[config.mk]
export PLATFORM = sky130hd
export DESIGN_NAME = gate_reduce_pipe
export DESIGN_NICKNAME = d
export VERILOG_FILES = /design/src/rtl/gate_reduce_pkg.sv /design/src/rtl/gate_reduce_level.sv /design/src/rtl/gate_reduce_pipe.sv
export SDC_FILE = /design/constraint.sdc
export NUM_CORES = 1
export LEC_CHECK = 0
export ABC_AREA = 1
export CORE_MARGIN = 2
export CORE_UTILIZATION = 52
export CTS_CLUSTER_SIZE = 40
export DETAILED_ROUTE_END_ITERATION = 8
export GPL_ROUTABILITY_DRIVEN = 0
export GPL_TIMING_DRIVEN = 0
export PLACE_DENSITY = 0.88
export SYNTH_ARGS = -nofsm -noshare
export SYNTH_HDL_FRONTEND = slang
export SYNTH_SLANG_ARGS = --single-unit
[constraint.sdc]
create_clock -name CLK -period 2.6 [get_ports CLK]
set_clock_uncertainty 0.05 [all_clocks]
set_input_delay 0.26 -clock CLK [delete_from_list [all_inputs] [get_ports CLK]]
set_output_delay 0.26 -clock CLK [all_outputs]
set_load 0.005 [all_outputs]
[src/rtl/gate_reduce_pkg.sv]
// Shared definitions for the pipelined reduction gate:
// op codes, base functions and tree-shape helpers.
package gate_reduce_pkg;

  localparam logic [2:0] OP_AND  = 3'b000;
  localparam logic [2:0] OP_NAND = 3'b001;
  localparam logic [2:0] OP_OR   = 3'b010;
  localparam logic [2:0] OP_NOR  = 3'b011;
  localparam logic [2:0] OP_XOR  = 3'b100;
  localparam logic [2:0] OP_XNOR = 3'b101;
  localparam logic [2:0] OP_RSV0 = 3'b110;
  localparam logic [2:0] OP_RSV1 = 3'b111;

  typedef enum logic [1:0] {
    BF_AND = 2'b00,
    BF_OR  = 2'b01,
    BF_XOR = 2'b10,
    BF_RSV = 2'b11
  } base_fn_e;

  function automatic base_fn_e base_fn(
    input logic [2:0] op
  );
    return base_fn_e'(op[2:1]);
  endfunction

  function automatic logic is_rsv(
    input logic [2:0] op
  );
    return op[2:1] == 2'b11;
  endfunction

  // Value that leaves the base function unchanged
  function automatic logic ident(
    input base_fn_e f
  );
    logic r;
    r = 1'b1;
    unique case (1'b1)
      (f == BF_OR),
      (f == BF_XOR): r = 1'b0;
      default:       r = 1'b1;
    endcase
    return r;
  endfunction

  function automatic logic combine(
    input base_fn_e f,
    input logic     x,
    input logic     y
  );
    logic r;
    r = x & y;
    unique case (1'b1)
      (f == BF_OR):  r = x | y;
      (f == BF_XOR): r = x ^ y;
      default:       r = x & y;
    endcase
    return r;
  endfunction

  function automatic int clog_fanin(
    input int w,
    input int f
  );
    int     n;
    longint p;
    n = 0;
    p = 1;
    while (p < longint'(w)) begin
      p = p * longint'(f);
      n = n + 1;
    end
    return n;
  endfunction

  // Node count at the output of tree level k
  function automatic int level_width(
    input int w,
    input int f,
    input int k
  );
    int r;
    r = w;
    for (int i = 0; i < k; i++) begin
      r = (r + f - 1) / f;
    end
    return r;
  endfunction

endpackage

[src/rtl/gate_reduce_level.sv]
// One registered level of the reduction tree.
// The final level also applies inversion and the reserved override.
module gate_reduce_level
  import gate_reduce_pkg::*;
#(
  parameter int IN_W  = 4,
  parameter int FANIN = 4,
  parameter bit FINAL = 1'b0
) (
  input  logic                               clk,
  input  logic                               rst_n,
  input  logic                               ce,
  input  logic                               vld_i,
  input  logic [IN_W-1:0]                    d_i,
  input  logic [2:0]                         op_i,
  input  logic                               rsv_i,
  output logic                               vld_o,
  output logic [(IN_W+FANIN-1)/FANIN-1:0]    d_o,
  output logic [2:0]                         op_o,
  output logic                               rsv_o
);

  localparam int OUT_W = (IN_W + FANIN - 1) / FANIN;
  localparam int PAD_W = OUT_W * FANIN;

  base_fn_e         fn;
  logic [PAD_W-1:0] pad;
  logic [OUT_W-1:0] red;
  logic [OUT_W-1:0] d_d;

  logic             vld_q;
  logic [OUT_W-1:0] d_q;
  logic [2:0]       op_q;
  logic             rsv_q;

  assign fn = base_fn(op_i);

  always_comb begin
    pad = {PAD_W{ident(fn)}};
    pad[IN_W-1:0] = d_i;
  end

  always_comb begin
    logic acc;
    red = '0;
    acc = 1'b0;
    for (int j = 0; j < OUT_W; j++) begin
      acc = ident(fn);
      for (int i = 0; i < FANIN; i++) begin
        acc = combine(fn, acc, pad[j*FANIN+i]);
      end
      red[j] = acc;
    end
  end

  always_comb begin
    d_d = red;
    if (FINAL) begin
      if (rsv_i) begin
        d_d = '0;
      end else begin
        d_d = red ^ {OUT_W{op_i[0]}};
      end
    end
  end

  // Payload only moves with a valid token, so bubbles hold ZN/ERR
  always_ff @(posedge clk or negedge rst_n) begin
    if (!rst_n) begin
      vld_q <= 1'b0;
      d_q   <= '0;
      op_q  <= '0;
      rsv_q <= 1'b0;
    end else if (ce) begin
      vld_q <= vld_i;
      if (vld_i) begin
        d_q   <= d_d;
        op_q  <= op_i;
        rsv_q <= rsv_i;
      end
    end
  end

  assign vld_o = vld_q;
  assign d_o   = d_q;
  assign op_o  = op_q;
  assign rsv_o = rsv_q;

endmodule

[src/rtl/gate_reduce_pipe.sv]
// Pipelined N-input AND/OR/XOR reduction with optional inversion,
// built from a generate chain of registered FANIN-input levels.
module gate_reduce_pipe
  import gate_reduce_pkg::*;
#(
  parameter int WIDTH = 11,
  parameter int FANIN = 4
) (
  input  logic             CLK,
  input  logic             RSTN,
  input  logic             CE,
  input  logic             IVALID,
  input  logic [WIDTH-1:0] A,
  input  logic [2:0]       OP,
  output logic             OVALID,
  output logic             ZN,
  output logic             ERR
);

  localparam int NLVL = clog_fanin(WIDTH, FANIN);
  localparam int LAT  = (NLVL < 1) ? 1 : NLVL;

  for (genvar k = 0; k < LAT; k++) begin : g_lvl
    localparam int IW = level_width(WIDTH, FANIN, k);
    localparam int OW = level_width(WIDTH, FANIN, k + 1);

    logic          vld;
    logic [IW-1:0] d;
    logic [2:0]    op;
    logic          rsv;
    logic          vld_q;
    logic [OW-1:0] q;
    logic [2:0]    op_q;
    logic          rsv_q;

    if (k == 0) begin : g_in
      assign vld = IVALID;
      assign d   = A;
      assign op  = OP;
      assign rsv = is_rsv(OP);
    end else begin : g_chain
      assign vld = g_lvl[k-1].vld_q;
      assign d   = g_lvl[k-1].q;
      assign op  = g_lvl[k-1].op_q;
      assign rsv = g_lvl[k-1].rsv_q;
    end

    gate_reduce_level #(
      .IN_W  (IW),
      .FANIN (FANIN),
      .FINAL (k == LAT - 1)
    ) u_lvl (
      .clk   (CLK),
      .rst_n (RSTN),
      .ce    (CE),
      .vld_i (vld),
      .d_i   (d),
      .op_i  (op),
      .rsv_i (rsv),
      .vld_o (vld_q),
      .d_o   (q),
      .op_o  (op_q),
      .rsv_o (rsv_q)
    );
  end

  logic unused_op;
  assign unused_op = ^g_lvl[LAT-1].op_q;

  assign OVALID = g_lvl[LAT-1].vld_q;
  assign ZN     = g_lvl[LAT-1].q[0];
  assign ERR    = g_lvl[LAT-1].rsv_q;

endmodule

==> run_results.csv <==
group,metric,value,unit
status,run_status,"complete, no violations",
sta,worst-slew-pin-transition,0.4861,ns
setup_path,critical_path.startpoint_type,"flip-flop",
pwr,powerDensity,437.0,mW/mm2
synthesis,synth.area.top_cells,"sky130_fd_sc_hd__ha_1 30%, sky130_fd_sc_hd__dfrtp_1 25%, sky130_fd_sc_hd__inv_1 9.7%",
sta,finalMaxSlewViolations,0,
pwr,cell_leakage_power,0.7927,nW
finish,utilization,72.38,%
synthesis,synth_top_area_share,30.10,%
clocking,cts.htree.levels,1,
drt,routed_wl,2.098,mm
drt,avgRoutedWirePerCell,10.60,um
global_route,number_of_antenna_violations_at_the_first_check_in_global_routing,0,
synthesis,ys_seq_elements,11,
setup_path,path_class,"flip-flop to flip-flop",
global_route,use_met3,1.786,%
synthesis,synth.cells.most_frequent,"29 x sky130_fd_sc_hd__inv_1, 28 x sky130_fd_sc_hd__nand2_1, 27 x sky130_fd_sc_hd__ha_1",
global_route,grt_pass1_wl,3.732,mm
placed_design,buffer_ports.inserted,20,
setup_path,rr_endpoint,"g_lvl[1].u_lvl.d_o",
floorplanning,core_footprint,0.002002,mm2
synthesis,arithmetic_cell_share_of_the_synthesized_area_counting_full_adders_half_adders_and_majority_gates,30.10,%
synthesis,synth_enable_flop_cells,0,
flow_run,maxCapViolCount,0,
global_route,grt_most_used_layer,"met2",
sta,tns,0,ns
global_route,met1_usage,21.75,%
synthesis,synthFlopType,"sky130_fd_sc_hd__dfrtp_1",
pwr,power.ir.vdd_worst,0.2255,mV
clocking,cts.clk_slew.worst_paths,0.07,ns
synthesis,syn-num-nets,186,
drt,first_pass_iters,4,
worst_hold_path,min-delay-path-class,"primary input to asynchronous set/reset pin",
global_route,grtUsageTotal,19.07,%
clocking,clock-sinks,11,
synthesis,synth_top_family_by_area,"adder cells",
floorplanning,number_of_top_level_pins,21,
clocking,quantity_of_hold_fixing_buffers_added_after_cts,0,
floorplanning,die_w,50.46,um
placed_design,detailed_place_hpwl,1.682,mm
setup_path,crit_end_category,"flip-flop",
synthesis,yosysSeqAreaShare,24.53,%
floorplanning,design.die.area,0.002546,mm2
setup_path,worstPathMaxFanout,5,
finish,share_of_post_route_cells_with_drive_strength_above_1,17.54,%
drt,drt_iter0_markers,15,
drt,drc,0,
sta,maxClockFrequency,413.4,MHz
synthesis,yosys.area_share.xor_xnor,0,%
floorplanning,die_y,50.46,um
synthesis,synth_area,0.001122,mm2
sta,max-slew-margin-rel,67.49,%
synthesis,post_synth_inst_count,141,
synthesis,ys_async_sr_fraction,100.0,%
drt,num_vias,981,
global_route,grt_start_max_net_pins,12,
drt,viasPerCell,4.955,
finish,layout.nets,217,
synthesis,synthesis.yosys.warnings,0,
finish,n_antenna_cell,0,
sta,hold_ws,0.2766,ns
clocking,worstSkewPairLatency,0.26,ns
clocking,tritoncts.num_buffers,3,
setup_path,critical_path.reg2reg.startpoint,"g_lvl[0].u_lvl.op_o[1]",
clocking,cts_tree,"yes",
sta,timing_hold_violations_final,0,
drt,route.antenna.remaining_nets,0,
synthesis,synth_cell_types,18,
floorplanning,fp-row-count,16,
synthesis,synth_compound_gate_area_share,18.17,%
synthesis,share_of_synthesized_area_spent_on_multiplexers,0,%
finish,syn_to_final_growth,29.10,%
floorplanning,initial_core_util,56.06,%
synthesis,synthSimpleGateAreaFrac,13.38,%
synthesis,post-synth-top-count-cell,"sky130_fd_sc_hd__inv_1",
setup_path,worst-r2r-cell-count,16,
global_route,globalRoute.totalOverflow,0,
clocking,clockBufferDepth,2,
setup_path,required,2.71,ns
sta,period_needed,2.419,ns
sta,report.final.setup_viol,0,
synthesis,synth.largest_area_cell,"sky130_fd_sc_hd__ha_1",
global_route,grt_pass1_vias,928,
sta,min_period_over_period,93.03,%
synthesis,avgSynthCellArea,7.960,um2
global_route,use_met2,34.87,%
setup_path,worst-r2r-setup-slack,0.18,ns
setup_path,worst_ep_arrival_time,2.53,ns
clocking,clockRootBuffer,"sky130_fd_sc_hd__clkbuf_4",
==> cells by family after synthesis <==
| kind of cell | Yosys count |
|---|---|
| flip-flops | 11 |
| AO/OA/AOI/OAI | 31 |
| buffers and inverters | 37 |
| adder cells (fa/ha/maj) | 27 |
| AND/OR/NAND/NOR | 35 |
==> worst max path at each step <==
stage,startpoint,endpoint,slack [ns],cells after the start
2_1_floorplan,g_lvl[0].u_lvl.op_o[1],g_lvl[1].u_lvl.d_o,0.41,16
3_5_place_dp,OP[1],g_lvl[0].u_lvl.d_o[2],-0.33,15
3_3_place_gp,OP[1],g_lvl[0].u_lvl.d_o[2],-0.20,15
6_report,g_lvl[0].u_lvl.op_o[1],g_lvl[1].u_lvl.d_o,0.18,16
5_1_grt,g_lvl[0].u_lvl.op_o[1],g_lvl[1].u_lvl.d_o,-0.007,16
4_1_cts,OP[1],g_lvl[0].u_lvl.d_o[0],0.05,16
==> cell usage in the layout (no fill, tap or decap), types with 2 or more instances in the layout <==
master / instances
sky130_fd_sc_hd__a21oi_1: 5
sky130_fd_sc_hd__clkbuf_4: 3
sky130_fd_sc_hd__inv_2: 6
sky130_fd_sc_hd__dfrtp_1: 11
sky130_fd_sc_hd__o21ai_1: 4
sky130_fd_sc_hd__o21ai_0: 8
sky130_fd_sc_hd__a22oi_2: 2
sky130_fd_sc_hd__clkdlybuf4s50_1: 18
sky130_fd_sc_hd__buf_4: 6
sky130_fd_sc_hd__buf_6: 2
sky130_fd_sc_hd__dlymetal6s2s_1: 2
sky130_fd_sc_hd__nand2_1: 28
sky130_fd_sc_hd__inv_1: 28
sky130_fd_sc_hd__ha_1: 26
sky130_fd_sc_hd__o211ai_1: 6
sky130_fd_sc_hd__nand3_1: 3
sky130_fd_sc_hd__o21ai_2: 5
==> timing repair <==
item	in CTS	in global routing
cloned	0	0
buffers inserted	2	4
endpoints found under the setup margin	1	4
gates resized for setup	1	5
endpoints found under the hold margin	0	0
==> flip-flops by register name, summed over array words and instances (netlist names) <==
register	cells
g_lvl.u_lvl.op_o	3
g_lvl.u_lvl.d_o	4
g_lvl.u_lvl.vld_o	2
g_lvl.u_lvl.rsv_o	2
==> where the power goes <==
group / switching, mW / leakage [nW] / internal [mW]
Sequential: 0.0176 / 0.135 / 0.198
Combinational: 0.151 / 0.642 / 0.154
Clock: 0.0535 / 0.0150 / 0.0592
==> area by class of cell <==
type	instances	area, um2
Multi-Input combinational cell	93	708.2
Fill cell	166	553.0
Sequential cell	11	275.3
Timing Repair Buffer	26	250.2
Inverter	34	127.6
Tap cell	27	33.78
Buffer	3	27.53
Clock buffer	4	26.28
==> critical path, stage by stage (launching register included) <==
cell and delay (ns):
sky130_fd_sc_hd__dfrtp_1 0.37, sky130_fd_sc_hd__inv_1 0.05, sky130_fd_sc_hd__ha_1 0.33, sky130_fd_sc_hd__inv_2 0.10, sky130_fd_sc_hd__o211ai_1 0.10, sky130_fd_sc_hd__o21ai_1 0.12
sky130_fd_sc_hd__inv_1 0.07, sky130_fd_sc_hd__ha_1 0.18, sky130_fd_sc_hd__or2_4 0.26, sky130_fd_sc_hd__nand2_1 0.08, sky130_fd_sc_hd__ha_1 0.23, sky130_fd_sc_hd__nand2_1 0.06
sky130_fd_sc_hd__nand3_1 0.10, sky130_fd_sc_hd__nand2_1 0.07, sky130_fd_sc_hd__nand2_1 0.05, sky130_fd_sc_hd__nand3_1 0.06, sky130_fd_sc_hd__nand2_1 0.05
==> routing by layer <==
layer  routed length, um  part of all wire [%]
met1                 848                    40
met2                1164                    55
met3                  55                   2.6
met4                  29                   1.4
met5                   0                     0
==> through the flow <==
| step | cells | power (mW) | cell area [um2] | setup WS [ns] |
|---|---|---|---|---|
| floorplan | 141 | 0.3934 | 1122 | 0.4096 |
| global placement | 188 | 0.4689 | 1356 | -0.2017 |
| detailed placement | 188 | 0.4923 | 1356 | -0.3346 |
| CTS | 194 | 0.6143 | 1410 | 0.05483 |
| global route | 198 | 0.6922 | 1449 | -0.007214 |
| finish | 198 | 0.6331 | 1449 | 0.1811 |
No activity file was read; power rests on OpenSTA's default activity.
